## config.mk

```make
export PLATFORM = sky130hd
export DESIGN_NAME = dmem_ldst_arbiter
export DESIGN_NICKNAME = d
export VERILOG_FILES = /design/src/rtl/dmem_ldst_arbiter.sv
export SDC_FILE = /design/constraint.sdc
export NUM_CORES = 1
export LEC_CHECK = 0
export ABC_AREA = 1
export CORE_ASPECT_RATIO = 1.4
export CORE_UTILIZATION = 40
export DETAILED_ROUTE_END_ITERATION = 8
export PLACE_DENSITY = 0.85
export RECOVER_POWER = 25
export SYNTH_ARGS = -nofsm -noshare
export SYNTH_HDL_FRONTEND = slang
export SYNTH_SLANG_ARGS = --single-unit
```

## constraint.sdc

```tcl
create_clock -name clock -period 2.75 [get_ports clock]
set_clock_uncertainty 0.15 [all_clocks]
set_input_delay 0.4125 -clock clock [delete_from_list [all_inputs] [get_ports clock]]
set_output_delay 0.4125 -clock clock [all_outputs]
set_load 0.02 [all_outputs]
```

## src/rtl/dmem_ldst_arbiter.sv

```systemverilog
// Round-robin arbiter that hands the shared data-memory command port to one
// load/store requester at a time and holds the grant until its burst completes.
module dmem_ldst_arbiter #(
    parameter int NUM_REQ    = 4,
    parameter int WIDTH_ADDR = 16,
    parameter int WIDTH_LEN  = 8
) (
    input  logic                          clock,
    input  logic                          reset,
    input  logic [NUM_REQ-1:0]            I_Req,
    input  logic [NUM_REQ-1:0]            I_St,
    input  logic [NUM_REQ*WIDTH_ADDR-1:0] I_Addr,
    input  logic [NUM_REQ*WIDTH_LEN-1:0]  I_Len,
    output logic [NUM_REQ-1:0]            O_Grant,
    output logic [NUM_REQ-1:0]            O_Done,
    output logic                          O_Mem_Req,
    output logic                          O_Mem_St,
    output logic [WIDTH_ADDR-1:0]         O_Mem_Addr,
    output logic [WIDTH_LEN-1:0]          O_Mem_Len,
    input  logic                          I_Mem_Ack,
    input  logic                          I_Mem_Beat,
    output logic                          O_Busy
);

    localparam int PTR_W = (NUM_REQ > 1) ? $clog2(NUM_REQ) : 1;

    typedef enum logic [1:0] {IDLE, CMD, XFER, DONE} state_t;

    state_t                  state_reg;
    logic [PTR_W-1:0]        ptr_reg;
    logic [PTR_W-1:0]        gidx_reg;
    logic [WIDTH_LEN-1:0]    remain_reg;
    logic [NUM_REQ-1:0]      grant_reg;
    logic [NUM_REQ-1:0]      done_reg;
    logic                    mem_req_reg;
    logic                    mem_st_reg;
    logic [WIDTH_ADDR-1:0]   mem_addr_reg;
    logic [WIDTH_LEN-1:0]    mem_len_reg;

    logic [WIDTH_ADDR-1:0]   addr_arr [NUM_REQ];
    logic [WIDTH_LEN-1:0]    len_arr  [NUM_REQ];
    logic [PTR_W-1:0]        cand_idx [NUM_REQ];
    logic [PTR_W-1:0]        sel_idx;
    logic                    sel_valid;
    logic [PTR_W-1:0]        ptr_next;

    // cand_idx[k] is the requester searched k-th, i.e. (ptr + k) mod NUM_REQ
    genvar gi;
    generate
        for (gi = 0; gi < NUM_REQ; gi++) begin : g_req
            logic [PTR_W:0] sum;
            assign addr_arr[gi] = I_Addr[gi*WIDTH_ADDR +: WIDTH_ADDR];
            assign len_arr[gi]  = I_Len[gi*WIDTH_LEN +: WIDTH_LEN];
            assign sum          = {1'b0, ptr_reg} + (PTR_W+1)'(gi);
            assign cand_idx[gi] = (sum >= (PTR_W+1)'(NUM_REQ))
                                ? PTR_W'(sum - (PTR_W+1)'(NUM_REQ))
                                : sum[PTR_W-1:0];
        end
    endgenerate

    always_comb begin
        sel_idx   = '0;
        sel_valid = 1'b0;
        for (int k = NUM_REQ - 1; k >= 0; k--) begin
            if (I_Req[cand_idx[k]]) begin
                sel_idx   = cand_idx[k];
                sel_valid = 1'b1;
            end
        end
    end

    assign ptr_next = (gidx_reg == PTR_W'(NUM_REQ - 1)) ? '0 : gidx_reg + PTR_W'(1);

    always_ff @(posedge clock) begin
        if (!reset) begin
            state_reg    <= IDLE;
            ptr_reg      <= '0;
            gidx_reg     <= '0;
            remain_reg   <= '0;
            grant_reg    <= '0;
            done_reg     <= '0;
            mem_req_reg  <= 1'b0;
            mem_st_reg   <= 1'b0;
            mem_addr_reg <= '0;
            mem_len_reg  <= '0;
        end else begin
            case (state_reg)
                IDLE: begin
                    if (sel_valid) begin
                        gidx_reg     <= sel_idx;
                        grant_reg    <= NUM_REQ'(1) << sel_idx;
                        mem_st_reg   <= I_St[sel_idx];
                        mem_addr_reg <= addr_arr[sel_idx];
                        mem_len_reg  <= len_arr[sel_idx];
                        if (len_arr[sel_idx] != '0) begin
                            mem_req_reg <= 1'b1;
                            state_reg   <= CMD;
                        end else begin
                            state_reg   <= DONE;
                        end
                    end
                end
                CMD: begin
                    if (I_Mem_Ack) begin
                        mem_req_reg <= 1'b0;
                        remain_reg  <= mem_len_reg;
                        state_reg   <= XFER;
                    end
                end
                XFER: begin
                    if (I_Mem_Beat) begin
                        remain_reg <= remain_reg - WIDTH_LEN'(1);
                        if (remain_reg == WIDTH_LEN'(1)) begin
                            done_reg  <= grant_reg;
                            state_reg <= DONE;
                        end
                    end
                end
                DONE: begin
                    // A zero-length grant arrives here with done_reg clear and
                    // spends one extra cycle so the grant is visible before the pulse.
                    if (done_reg == '0) begin
                        done_reg <= grant_reg;
                    end else begin
                        done_reg  <= '0;
                        grant_reg <= '0;
                        ptr_reg   <= ptr_next;
                        state_reg <= IDLE;
                    end
                end
                default: state_reg <= IDLE;
            endcase
        end
    end

    assign O_Grant    = grant_reg;
    assign O_Done     = done_reg;
    assign O_Mem_Req  = mem_req_reg;
    assign O_Mem_St   = mem_st_reg;
    assign O_Mem_Addr = mem_addr_reg;
    assign O_Mem_Len  = mem_len_reg;
    assign O_Busy     = (state_reg != IDLE);

endmodule

```

## After elaboration in Yosys (flattened, before gate mapping)

Index checks and enable logic that the tools add are counted.

- Shift-type cells: 1
- Equality and inequality tests: 11
- Muxes and demuxes: 49
- Magnitude comparators: 10
- Bitwise operators: 2
- Add/subtract/negate cells: 9
- Reductions and logical operators: 15

Operators by type and width:

| cell | count |
|---|---|
| $bmux 16 s2 | 1 |
| $mux 16 | 2 |
| $mux 8 | 4 |
| $mux 2 | 15 |
| $bmux 8 s2 | 1 |
| $mux 4 | 4 |
| $pmux 4 s2 | 2 |
| $pmux 8 s2 | 1 |
| $lt 2x3->1 const B | 5 |
| $ge 3x3->1 const B | 4 |
| $mux 1 | 12 |
| $ne 2x2->1 const B | 6 |
| $bmux 1 s2 | 5 |
| $reduce_bool 2->1 | 5 |
| $eq 8x1->1 const B | 1 |
| $pmux 2 s4 | 1 |
| $reduce_bool 8->1 | 1 |
| $sub 2x1->2 const B | 4 |
| $sub 8x1->8 const B | 1 |
| $add 2x2->3 const B | 2 |
| $eq 2x2->1 const B | 3 |
| $reduce_and 2->1 | 3 |
| $reduce_and 3->1 | 2 |
| $reduce_and 5->1 | 1 |
| 11 further kinds | 11 |

- Logic and storage cells: 107
- Input bits: 108
- Flip-flop bits (word level): 48
- Output and inout bits: 35

## Depth between registers and ports, before layout

- Depth in word-level cells: 17
- Depth in mapped cells: 20
- Gate-level depth less buffers: 19

## Worst setup path before layout

Ideal clock, no wire load.

- Kind: reg2reg
- Start point: register ptr_reg[0]
- End point: register mem_req_reg, in the netlist O_Mem_Req
- Stages on the path, launching flop included: 19
- Arrival time: 1.814 ns
- Path buffers: 2
- Required time: 2.485 ns
- Library setup time: 0.115 ns
- Setup slack: 0.671 ns
- Path through: dfxtp_1 -> buf_6 -> inv_6 -> nand2_2 -> nand2_2 -> nand3_1 -> nand3_2 -> nand2_2 -> nand2_4 -> nand2_8 -> buf_6 -> nand3_2 -> nand2_1 -> nor2_2 -> nand2_1 -> nor2_2 -> nand3_2 -> a21oi_1 -> nor2_1

- Word-level cells in the longest chain between the ends: 16

RTL lines:

| item | line | text |
|---|---|---|
| start, declared | 30 | `logic [PTR_W-1:0] ptr_reg;` |
| start signal, assigned | 127 | `ptr_reg <= ptr_next;` |
| $add 2x2->3 | 54 | `assign sum = {1'b0, ptr_reg} + (PTR_W+1)'(gi);` |
| $ge 3x3->1 / $sub 2x1->2 (equally long branches) | 55, 56 |  |
| $mux 2 | 56 | `? PTR_W'(sum - (PTR_W+1)'(NUM_REQ))` |
| $bmux 1 s2 | 65 | `if (I_Req[cand_idx[k]]) begin` |
| $mux 1 (implied by the code) | 65 |  |
| $mux 2 (4 in series) | 65 |  |
| $not 2->3 (implied by the code) | 95 | `if (len_arr[sel_idx] != '0) begin` |
| $bmux 8 s2 | 95 |  |
| $mux 8 (implied by the code) (2 in series) | 95 |  |
| $reduce_bool 8->1 | 95 |  |
| $ne 2x2->1 (no line) | -- |  |
| $reduce_and 4->1 (no line) (*) | -- |  |
| end signal, assigned | 82 | `mem_req_reg <= 1'b0;` |
| end signal, assigned | 96 | `mem_req_reg <= 1'b1;` |
| end signal, assigned | 105 | `mem_req_reg <= 1'b0;` |
| end, declared | 35 | `logic mem_req_reg;` |

Every way passes the cells marked *; elsewhere a longest branch is shown, timed or not. The select of a mux whose other input is x is not followed.
A chain may end at the register's enable or synchronous reset.

## Final worst setup path

- Start point: input I_Req[0]
- End point: register mem_req_reg, in the netlist O_Mem_Req

- Word-level cells in the longest chain between the ends: 13

RTL lines:

| item | line | text |
|---|---|---|
| start, declared | 10 | `input logic [NUM_REQ-1:0] I_Req,` |
| $bmux 1 s2 | 65 |  |
| $mux 1 (implied by the code) | 65 |  |
| $mux 2 (4 in series) | 65 |  |
| $not 2->3 (implied by the code) | 95 |  |
| $bmux 8 s2 | 95 |  |
| $mux 8 (implied by the code) (2 in series) | 95 |  |
| $reduce_bool 8->1 | 95 |  |
| $ne 2x2->1 (no line) | -- |  |
| $reduce_and 4->1 (no line) (*) | -- |  |

Marked as above.

==> run metrics <==
Finished Core Util=63.54%; asr flop ratio synth=0%; CP required=2.80 ns; area post-placement=0.004546 mm²; status=complete, no violations; number of max-cap violations=0; cell count of the worst hold path=2; Warnings, synthesis=0; slowest CP cell=clkdlybuf4s50_1; CP Buf/Inv Count=3; number of synthesized flops with an enable pin=0; layout cells sized above 1=11.17%; Num Clock Sinks=48; total power=3.513 mW; Crit Path Max Fanout=11; Avg WL per Cell=14.32 µm; Die ar.=0.007949 mm²; final hold vios=0; Port Buf Inserts=142; CTS clk-pin slew, worst paths=0.08 ns; largest net degree at the start of global routing=39; crit-path max cell delay=0.49 ns; Synth cell types=34; Clock Tree Root=clkbuf_8; Worst Setup Start Kind=input port; fillers=653; most frequent CP cell=nand2_1; vias post-DR=3,534; Hold EP=remain_reg[5]; Syn Area/Cell=7.062 µm²; Post-Route WL=9.596 mm; Most used DFF post-synth=dfxtp_1; Top delay family on crit path=simple AND/OR/NAND/NOR gates; Cell Chain, Critical Path=clkdlybuf4s50_1 > inv_1 > nand2_2 > nand3_1 > nand2_1 > nand3_2 > nand3_4 > nand2_8 > clkbuf_4 > nand3_1 > nand2_1 > nor2_2 > nand2_1 > nor2_2 > nand3_2 > a21oi_2 > nor2_1; kind of critical path=input port to flip-flop; GPL Wtd Cong=0.8634; Fmax=388.1 MHz; number of global-route vias before repair=3,462; area of the multi-input gates=0.001775 mm²; Syn-to-layout area delta=54.02%; min cycle time layout=2.577 ns; max reg flops=16; fin crit share=93.71%; I/O pins=143; GRT Resource Usage Total=24.71%; CTS Buf Count=5; PnR worst setup slack=0.1730 ns; post-route cell area=0.004677 mm²; Slew HR=65.30%; RR Endpoint=O_Mem_Req; Initial DRT Pass Iterations=6; Slew @ Worst Pin=0.5200 ns; hold crit path type=flip-flop to flip-flop; mapped cell area=0.003037 mm²; hold_sp=remain_reg[5]; Max rail drop VDD=351.0 µV; r2r startpoint=ptr_reg[0]; # diodes=0; Clock Path Buffers=2; Place WS=-0.07517 ns; data arrival time of the critical path=2.63 ns; detailed placement HPWL=7.640 mm; sequential area share after synthesis=31.64%; Max Slew Vio Count=0; die width=75.64 µm; crit path capture type=flip-flop; drt drc=0; H-tree depth=2; FF-to-FF path depth=16; initial antenna violation count=0; Post-Synthesis Cells=430; register area=962.2 µm²; Synthesized Nets=545; Initial Utilization=41.25%; Final Net Count=687; Iteration-0 DRC Markers=220; Post-DRT Antenna Nets=0; leakage=1.964 nW; Via density=5.275; chip height=105.1 µm; first-pass GRT wire length=15.26 mm; R2R setup slack=0.27 ns; grt total ovfl=0; later-pin clock latency in the skew report=0.30 ns; clock tree from TritonCTS=done; final setup vio count=0; Rows=37; Post-CTS Hold Buffers=0; hold_ws=0.3372 ns; Synth Register Bits=48; Core Box Area=0.007361 mm²; pwr dens=751.1 mW/mm²
[final cells by class]
class / instances / area share, %
clock buffers: 7 / 1.846
repair buffers: 157 / 33.07
clock inverters: 1 / 0.1605
multi-input cells: 314 / 37.96
inverters: 46 / 3.799
well taps: 97 / 2.595
flip-flops and latches: 48 / 20.57
[cell usage after synthesis, types with 4 or more instances]
master,instances,area (µm²)
nand2_2,8,50.05
a41oi_1,11,96.34
buf_2,4,20.02
a21oi_1,22,110.1
inv_2,4,15.01
inv_1,41,153.9
nor2_2,8,50.05
nand3_2,9,90.09
buf_6,6,67.56
dfxtp_1,48,960.9
ha_1,7,87.58
a22oi_1,26,195.2
o21ai_0,33,165.2
nand4_1,8,50.05
a31oi_1,9,56.30
nor2_1,25,93.84
o211ai_1,9,67.56
nand2_1,99,371.6
clkbuf_1,11,41.29
nand3_1,23,115.1
[per-stage QoR]
step / TNS, ns / cells
2_1_floorplan: 0 / 430
3_3_place_gp: 0 / 658
3_5_place_dp: -0.07517 / 658
4_1_cts: 0 / 666
5_1_grt: -0.03351 / 670
6_report: 0 / 670
[worst max path at each step]
stage	from	cells after the start	to
3_3_place_gp	I_Req[3]	16	O_Mem_Req
6_report	I_Req[0]	17	O_Mem_Req
5_1_grt	I_Req[0]	17	O_Mem_Req
4_1_cts	ptr_reg[0]	17	O_Mem_Req
2_1_floorplan	ptr_reg[0]	18	O_Mem_Req
3_5_place_dp	I_Req[1]	18	O_Mem_Req
[power breakdown]
part / internal, mW / switching (mW) / total [mW] / leakage [nW]
Combinational: 0.853 / 1.09 / 1.94 / 1.52
Clock: 0.205 / 0.241 / 0.446 / 0.0445
Sequential: 0.945 / 0.180 / 1.12 / 0.396
Total: 2.00 / 1.51 / 3.51 / 1.96
[cells by family after synthesis]
group	Yosys count	synth area share, %
AND/OR/NAND/NOR	191	30.78
flip-flops	48	31.64
XOR/XNOR	2	0.5769
buffers and inverters	68	10.34
adder cells (fa/ha/maj)	7	2.884
AO/OA/AOI/OAI	114	23.77
[routing by layer]
layer | routed length, µm | track usage, % | vias up
li1 | - | - | 1755
met2 | 5223 | 46.81 | 144
met3 | 578 | 5.111 | 23
met4 | 275 | 8.201 | 0
met1 | 3519 | 25.60 | 1612
met5 | 0 | 0 | -
[placed cells by master, fill, tap and decap left out, types with 2 or more instances in the layout]
cell type,synthesis,routed
dfxtp_1,48,47
nor2_4,2,3
ha_1,7,7
inv_1,41,41
buf_4,1,13
a41oi_1,11,11
dlygate4sd3_1,0,18
nand3_1,23,23
nand4_1,8,8
nor2_2,8,9
nor3_1,2,2
nand2_1,99,99
a21oi_2,1,2
xnor2_1,2,2
nand3_2,9,9
o211ai_1,9,9
o21ai_0,33,33
inv_2,4,4
a22oi_1,26,26
clkbuf_8,0,6
clkdlybuf4s50_1,0,124
nor2_1,25,23
a31oi_1,9,9
nand2_2,8,8
nand2_4,2,2
a21oi_1,22,21
a211oi_1,2,2
[timing repair]
| action | 4_1_cts | 5_1_grt |
|---|---|---|
| buffers inserted | 0 | 4 |
| resized for setup | 0 | 3 |
| endpoints found under the setup margin | 0 | 1 |
[worst reg2reg max path, delay by kind of cell (launching register included)]
family                 cells  cell delay, ns
AOI/OAI and AO/OA          1            0.13
buffers and inverters      1            0.21
DFF                        1            0.47
and+or+nand+nor           14            1.41
(Power assumes the default switching activity.)
